### src/rtl/sipo.sv
// Serial-in, parallel-out shift register with a one-cycle frame-complete pulse.
// Optional feature: define SIPO_PARITY_EN to add the registered po_parity output.
module sipo #(
  parameter int WIDTH     = 4,
  parameter bit MSB_FIRST = 1'b1,
  localparam int CW       = $clog2(WIDTH)
) (
  input  logic             clk,
  input  logic             rst,
  input  logic             si,
  output logic [WIDTH-1:0] po,
  output logic             po_valid,
  output logic [CW-1:0]    bit_cnt
`ifdef SIPO_PARITY_EN
  ,
  output logic             po_parity
`endif
);

  logic [WIDTH-1:0] po_nxt;
  logic             frame_done;

  always_comb begin
    po_nxt = po;
    if (MSB_FIRST) po_nxt = {po[WIDTH-2:0], si};
    else           po_nxt = {si, po[WIDTH-1:1]};
  end

  // Explicit compare keeps non-power-of-2 WIDTH correct; depends only on
  // bit_cnt so an X on si cannot leak into the count or the valid pulse.
  assign frame_done = (bit_cnt == CW'(WIDTH - 1));

  always_ff @(posedge clk or negedge rst) begin
    if (!rst) begin
      po       <= '0;
      bit_cnt  <= '0;
      po_valid <= 1'b0;
    end else begin
      po       <= po_nxt;
      bit_cnt  <= frame_done ? '0 : bit_cnt + CW'(1);
      po_valid <= frame_done;
    end
  end

`ifdef SIPO_PARITY_EN
  always_ff @(posedge clk or negedge rst) begin
    if (!rst)            po_parity <= 1'b0;
    else if (frame_done) po_parity <= ^po_nxt;
  end
`endif

endmodule

### config.mk
export PLATFORM = sky130hd
export DESIGN_NAME = sipo
export DESIGN_NICKNAME = d
export VERILOG_FILES = /design/src/rtl/sipo.sv
export SDC_FILE = /design/constraint.sdc
export NUM_CORES = 1
export LEC_CHECK = 0
export CAP_MARGIN = 20
export CORE_AREA = 4 4 41 43
export CTS_BUF_LIST = sky130_fd_sc_hd__clkbuf_8 sky130_fd_sc_hd__clkbuf_16
export DETAILED_ROUTE_END_ITERATION = 8
export DIE_AREA = 0 0 45 47
export PLACE_DENSITY = 0.43
export SKIP_LAST_GASP = 1
export SLEW_MARGIN = 20
export SYNTH_ARGS = -nofsm -noshare
export SYNTH_HDL_FRONTEND = slang
export SYNTH_SLANG_ARGS = --single-unit
### constraint.sdc
create_clock -name clk -period 1.18 [get_ports clk]
set_input_delay 0.236 -clock clk [delete_from_list [all_inputs] [get_ports clk]]
set_output_delay 0.236 -clock clk [all_outputs]
set_load 0.02 [all_outputs]
==> results of run 1 <==
[worst min-delay path by stage]
stage                    startpoint                    to  cells past startpoint
floorplan                       rst  bit_cnt[0]$_DFF_PN0_                      0
global placement    po[2]$_DFF_PN0_       po[3]$_DFF_PN0_                      0
detailed placement  po[0]$_DFF_PN0_       po[1]$_DFF_PN0_                      0
CTS                             rst       po[3]$_DFF_PN0_                      1
global route                    rst       po[3]$_DFF_PN0_                      1
finish                          rst       po[2]$_DFF_PN0_                      1
[cell type report]
type                       count  area [µm²]
fill                         149       953.4
tap                           15       18.77
multi-input combinational      2       16.27
timing repair buffer          10       92.59
sequential                     7       175.2
clock inverter                 1       3.754
clock buffer                   3       41.29
[power breakdown]
| group | leakage, nW | internal, mW | total [mW] | switching, mW |
|---|---|---|---|---|
| logic | 0.0605 | 0.0127 | 0.0290 | 0.0163 |
| clock network | 0.0269 | 0.224 | 0.322 | 0.0977 |
| registers | 0.0845 | 0.248 | 0.251 | 0.00271 |
[kinds of logic after synthesis]
logic type / after synthesis / synth area share, %
flops: 7 / 91.50
fa+ha+maj: 1 / 6.535
simple gates: 1 / 1.959
[registers in the layout (all words and copies together), names as in the netlist]
name and cells:
po 4, bit_cnt 2, po_valid 1
[per-stage QoR]
stage                     utilization (%)  instances  setup TNS (ns)  cell area (µm²)  setup slack, ns
after global placement              23.65         34               0            307.8          0.01175
final                               26.73         38               0            347.8          0.03639
after floorplan                         -          9               0            191.4           0.3054
after global routing                26.73         38               0            347.8         0.002877
after CTS                           26.44         38               0            344.1         0.008319
after detailed placement            23.65         34       -0.001206            307.8        -0.001206
[per-layer routing]
metal / share of wire, % / up-vias / track usage [%]
li1: - / 55 / -
met3: 19 / 2 / 5.747
met4: 2.7 / 0 / 8.772
met5: 0 / - / 0
met1: 43 / 60 / 4.930
met2: 34 / 10 / 5.650
[cell usage in the layout, fill, tap and decap left out, drive strengths merged]
| cell type | count |
|---|---|
| dfrtp | 7 |
| nor2 | 1 |
| ha | 1 |
| dlygate4sd2 | 4 |
| clkdlybuf4s50 | 2 |
| clkdlybuf4s15 | 3 |
| clkbuf | 3 |
| inv | 1 |
| buf | 1 |
[what timing repair did]
item	CTS	global route
setup endpoints to repair	7	3
gates cloned	0	0
gates resized for setup	7	3
buffers inserted	0	0
==> summary.txt, run 1 <==
STA
  – Setup Skew: 0.003521 ns
  – Least-Margin Pin Slew: 0.3109 ns
  – Period minus WS final: 1.144 ns
  – Period utilization: 96.92%
  – Final Hold Viols: 0
  – Fin Hold WS: 0.2690 ns
  – Fmax: 0.8744 GHz
  – Final Slew Violations: 0
  – RSZ-0062 raised after global routing: no
  – Worst slew margin: 79.21%
  – Count of final setup violators: 0

Setup path
  – CP peak stage delay: 0.37 ns
  – Flop2flop setup slack: 0.26 ns
  – Cell with the largest stage delay on the worst path: dfrtp_1
  – Worst Path Class, Setup: register to primary output
  – WP data required: 0.94 ns
  – Startpoint Class: register
  – WP depth: 1
  – Reg2Reg Capture Point: bit_cnt[1]$_DFF_PN0_
  – Buffers & Inverters on Critical Path: 1
  – CP startpoint: po[1]$_DFF_PN0_
  – CP delay by family, top: flip-flops
  – End of the critical path: po[1]
  – Worst Setup End Kind: primary output
  – Worst Path Max Fanout: 2
  – RR Startpoint: bit_cnt[0]$_DFF_PN0_
  – Critical path cell sequence: dlygate4sd2_1
  – Reg2Reg Depth: 2
  – WP data arrival: 0.91 ns

Yosys
  – Yosys warning count: 0
  – Mapped Cells: 9
  – Netlist Area Pre-Place: 191.4 µm²
  – Leading area contributor after synthesis: dfrtp_1
  – Synth top area share: 91.50%
  – Asr flop ratio synth: 100.0%
  – Most common cell in the synthesized netlist: dfrtp_1
  – Register area share after synthesis: 91.50%
  – Syn_area_per_cell: 21.27 µm²
  – Primary FF master, synth: dfrtp_1
  – Post-synth EDFFs: 0
  – Ranking of synthesized cells by area: dfrtp_1 92%, ha_1 6.5%, nor2_1 2.0%
  – Post-synth top cells: 7 x dfrtp_1, 1 x ha_1, 1 x nor2_1
  – Post-synth net total: 13
  – Synth cell types: 3
  – Seq cells post-synth: 7

CTS
  – Root buf cell: clkbuf_8
  – H-tree Lvls: 1
  – Clk Latency, worst-skew pair: 0.22 ns
  – Post-CTS Hold Fix Bufs: 0
  – CTS tree: done
  – Sink Count: 7
  – CTS buffer count: 3
  – Worst-path clk slew: 0.04 ns
  – Clock Path Buffers: 2

Global routing
  – Vias in the first global route: 147
  – GRT Overall Usage: 5.671%
  – Initial antenna violation count: 0
  – Largest net degree at the start of global routing: 8
  – First-pass GRT wire length: 676 µm
  – Remaining Overflow, GRT: 0

Floorplanning
  – Ports: 10
  – Die Y: 47 µm
  – Chip width: 45 µm
  – Num rows: 13
  – Die area: 2115 µm²
  – Initial Utilization: 14.71%
  – Core Area: 1301 µm²

Power
  – Leak: 0.1718 nW
  – PD cells: 1730 nW/µm²
  – Final Power: 0.6019 mW
  – Peak supply drop: 0.6846 mV

Drt
  – ANT nets after route: 0
  – Via count: 127
  – Final routed DRC violation total: 0
  – Drt first pass iters: 1
  – Initial DRC Count: 0
  – Routed vias/inst: 3.342
  – Detail-routed net length per standard cell: 10.66 µm
  – Routed wire length: 405 µm

Place
  – Port buffer count: 9
  – GPL Wtd Cong: 0.6800
  – Post-DP HPWL: 288.3 µm

Worst hold path
  – Hold Path Class: input port to async pin

Finish
  – Ant. Diodes: 0
  – Area Overhead vs Synth: 81.70%
  – Share of layout cells above drive strength 1: 17.39%
  – Nets: 28

Run status
  – Status: completed

Job
  – Number of max-cap violations: 0
No activity file was read; power rests on OpenSTA's default activity.
==> inputs of run 2 (changes only) <==
--- a/config.mk
+++ b/config.mk
@@ -8,10 +8,10 @@
 export CAP_MARGIN = 20
 export CORE_AREA = 4 4 41 43
 export CTS_BUF_LIST = sky130_fd_sc_hd__clkbuf_8 sky130_fd_sc_hd__clkbuf_16
+export CTS_CLUSTER_DIAMETER = 30
 export DETAILED_ROUTE_END_ITERATION = 8
 export DIE_AREA = 0 0 45 47
 export PLACE_DENSITY = 0.43
-export SKIP_LAST_GASP = 1
 export SLEW_MARGIN = 20
 export SYNTH_ARGS = -nofsm -noshare
 export SYNTH_HDL_FRONTEND = slang
==> results of run 2 <==
Final layout, timing and power as in run 1 (identical DEF).
==> inputs of run 3 (changes only) <==
--- a/config.mk
+++ b/config.mk
@@ -6,12 +6,14 @@
 export NUM_CORES = 1
 export LEC_CHECK = 0
 export CAP_MARGIN = 20
-export CORE_AREA = 4 4 41 43
+export CORE_AREA = 2 2 39 41
 export CTS_BUF_LIST = sky130_fd_sc_hd__clkbuf_8 sky130_fd_sc_hd__clkbuf_16
 export CTS_CLUSTER_DIAMETER = 30
 export DETAILED_ROUTE_END_ITERATION = 8
-export DIE_AREA = 0 0 45 47
+export DIE_AREA = 0 0 41 43
+export HOLD_SLACK_MARGIN = 0.15
 export PLACE_DENSITY = 0.43
+export RECOVER_POWER = 25
 export SLEW_MARGIN = 20
 export SYNTH_ARGS = -nofsm -noshare
 export SYNTH_HDL_FRONTEND = slang
==> run 3 against run 2 <==
- register-to-register slack improved by 0.02 ns
- clock power fell by 3%
- die area fell by 17%
- largest power group unchanged
- utilization fell by 1.7 points
- highest routed layer is now met3
- fmax fell by 0.18%
==> summary.txt, run 3 (synthesis gave the netlist of run 1 again) <==
Run status
  – Status: completed (unchanged)

Drt
  – Via count: 126 (was 127)
  – Drt first pass iters: 4 (was 1)
  – Routed wire length: 333 µm (was 405 µm)
  – ANT nets after route: 0 (unchanged)
  – Detail-routed net length per standard cell: 8.538 µm (was 10.66 µm)
  – Final routed DRC violation total: 0 (unchanged)
  – Routed vias/inst: 3.231 (was 3.342)
  – Initial DRC Count: 3 (was 0)

STA
  – Setup Skew: 0.003404 ns (was 0.003521 ns)
  – Count of final setup violators: 0 (unchanged)
  – Period minus WS final: 1.146 ns (was 1.144 ns)
  – Least-Margin Pin Slew: 0.2986 ns (was 0.3109 ns)
  – Final Slew Violations: 0 (unchanged)
  – Fin Setup TNS: 0 ns (unchanged)
  – Final Hold Viols: 0 (unchanged)
  – Worst slew margin: 80.03% (was 79.21%)
  – Period utilization: 97.09% (was 96.92%)
  – Fin Hold WS: 0.2679 ns (was 0.2690 ns)
  – RSZ-0062 raised after global routing: no (unchanged)
  – Fmax: 0.8729 GHz (was 0.8744 GHz)

CTS
  – Post-CTS Hold Fix Bufs: 0 (unchanged)
  – CTS buffer count: 3 (unchanged)
  – CTS tree: done (unchanged)
  – Setup bufs post-CTS: 0 (unchanged)
  – Sink Count: 7 (unchanged)
  – Root buf cell: clkbuf_8 (unchanged)
  – Worst-path clk slew: 0.04 ns (about the same)
  – Clock Path Buffers: 2 (unchanged)
  – H-tree Lvls: 1 (unchanged)
  – Clk Latency, worst-skew pair: 0.22 ns (about the same)

Setup path
  – RR Startpoint: bit_cnt[0]$_DFF_PN0_ (unchanged)
  – Reg2Reg Capture Point: bit_cnt[1]$_DFF_PN0_ (unchanged)
  – WP data arrival: 0.91 ns (about the same)
  – CP peak stage delay: 0.37 ns (about the same)
  – Startpoint Class: register (unchanged)
  – Critical path cell sequence: dlygate4sd2_1 (unchanged)
  – Buffers & Inverters on Critical Path: 1 (unchanged)
  – WP depth: 1 (unchanged)
  – Worst Path Class, Setup: register to primary output (unchanged)
  – CP delay by family, top: flip-flops (unchanged)
  – Worst Setup End Kind: primary output (unchanged)
  – WP data required: 0.94 ns (about the same)
  – Flop2flop setup slack: 0.28 ns (was 0.26 ns)
  – Worst Path Max Fanout: 2 (unchanged)
  – Cell with the largest stage delay on the worst path: dfrtp_1 (unchanged)
  – End of the critical path: po[1] (unchanged)
  – Reg2Reg Depth: 2 (unchanged)
  – CP startpoint: po[1]$_DFF_PN0_ (unchanged)

Global routing
  – GRT Overall Usage: 4.844% (was 5.671%)
  – First-pass GRT wire length: 476 µm (was 676 µm)
  – Remaining Overflow, GRT: 0 (unchanged)
  – Initial antenna violation count: 0 (unchanged)
  – Vias in the first global route: 126 (was 147)
  – Largest net degree at the start of global routing: 8 (unchanged)

Floorplanning
  – Num rows: 14 (was 13)
  – Ports: 10 (unchanged)
  – Initial Utilization: 13.83% (was 14.71%)
  – Die area: 1763 µm² (was 2115 µm²)
  – Die Y: 43 µm (was 47 µm)
  – Chip width: 41 µm (was 45 µm)
  – Core Area: 1384 µm² (was 1301 µm²)

Power
  – PD cells: 1706 nW/µm² (was 1730 nW/µm²)
  – Clk pwr share: 52.7% (was 53.5%)
  – Switch Pwr: 0.1075 mW (was 0.1167 mW)
  – Sw frac: 18.18% (was 19.39%)
  – Logic gate share of total power: 4.8% (about the same)
  – Seq pwr share: 42.5% (was 41.7%)
  – Pint: 0.4838 mW (was 0.4852 mW)
  – Peak supply drop: 0.3428 mV (was 0.6846 mV)
  – Final Power: 0.5914 mW (was 0.6019 mW)
  – Leak: 0.1735 nW (was 0.1718 nW)

Finish
  – Most frequent cells in the layout: 7 x dfrtp_1, 6 x dlygate4sd2_1, 3 x clkbuf_8 (was 7 x dfrtp_1, 4 x dlygate4sd2_1, 3 x clkbuf_8, 3 x clkdlybuf4s15_1, 2 x clkdlybuf4s50_1)
  – Final instance area: 346.6 µm² (was 347.8 µm²)
  – Nets: 28 (unchanged)
  – Ant. Diodes: 0 (unchanged)
  – Fillers: 144 (was 149)
  – Share of layout cells above drive strength 1: 17.39% (unchanged)
  – Top reg by flops: po (unchanged)
  – Leading registers by flop count: po x4, bit_cnt x2, po_valid x1 (unchanged)
  – Area Overhead vs Synth: 81.05% (was 81.70%)
  – Commonest non-fill, non-tap cell in the layout: dfrtp_1 (unchanged)
  – Max FFs per register: 4 (unchanged)

Place
  – Post-DP HPWL: 272.5 µm (was 288.3 µm)
  – Area of placed instances: 309.0 µm² (was 307.8 µm²)
  – Port buffer count: 9 (unchanged)
  – GPL Wtd Cong: 0.4798 (was 0.6800)

Worst hold path
  – Hold Path Class: input port to async pin (unchanged)

Job
  – Number of max-cap violations: 0 (unchanged)
==> run 3: per-stage QoR <==
| stage | utilization (%) | std cells | setup slack, ns |
|---|---|---|---|
| 3_3_place_gp | 22.33 | 35 | 0.01570 |
| 2_1_floorplan | - | 9 | 0.3054 |
| 5_1_grt | 25.05 | 39 | 0.0005109 |
| 4_1_cts | 24.95 | 39 | 0.02463 |
| 3_5_place_dp | 22.33 | 35 | 0.009707 |
| 6_report | 25.05 | 39 | 0.03436 |
==> run 3: power by group through the flow <==
stage	combinational [mW]	sequential, mW	clock (mW)
floorplan	0.0000000108	0.263	0
global placement	0.0341	0.254	0
detailed placement	0.0342	0.255	0
CTS	0.0294	0.251	0.321
global route	0.0316	0.252	0.342
finish	0.0284	0.251	0.312
==> run 3: worst min path at each step <==
| stage | from | endpoint | slack (ns) | depth (start not counted) |
|---|---|---|---|---|
| final | rst | po[1]$_DFF_PN0_ | 0.27 | 1 |
| after global routing | rst | po[1]$_DFF_PN0_ | 0.30 | 1 |
| after CTS | rst | po[1]$_DFF_PN0_ | 0.27 | 1 |
| after detailed placement | po[1]$_DFF_PN0_ | po[2]$_DFF_PN0_ | 0.36 | 0 |
| after global placement | po[2]$_DFF_PN0_ | po[3]$_DFF_PN0_ | 0.36 | 0 |
| after floorplan | rst | bit_cnt[0]$_DFF_PN0_ | -0.06 | 0 |
==> run 3: layout make-up <==
type	instances	area (µm²)	share of cell area, %
clock inverters	1	3.754	1.083
clock buffers	3	41.29	11.91
well taps	16	20.02	5.776
multi-input cells	2	16.27	4.693
flip-flops and latches	7	175.2	50.54
repair buffers	10	90.09	25.99
==> run 3: layer usage <==
layer	GRT usage (%)	vias up	part of all wire [%]	wire length [µm]
met1	3.595	56	36	120
met3	4.712	0	20	67
li1	-	58	-	-
met5	0	-	0	0
met2	5.938	12	43	144
met4	6.000	0	0	0
==> run 3: repair_timing <==
item,in CTS,in global routing
endpoints found under the setup margin,7,1
gates resized for setup,7,1
endpoints found under the hold margin,0,0
==> run 3: worst register-to-register path: stages, from the launching register on <==
cell	delay [ns]
dfrtp_1	0.37
buf_4	0.14
ha_1	0.27
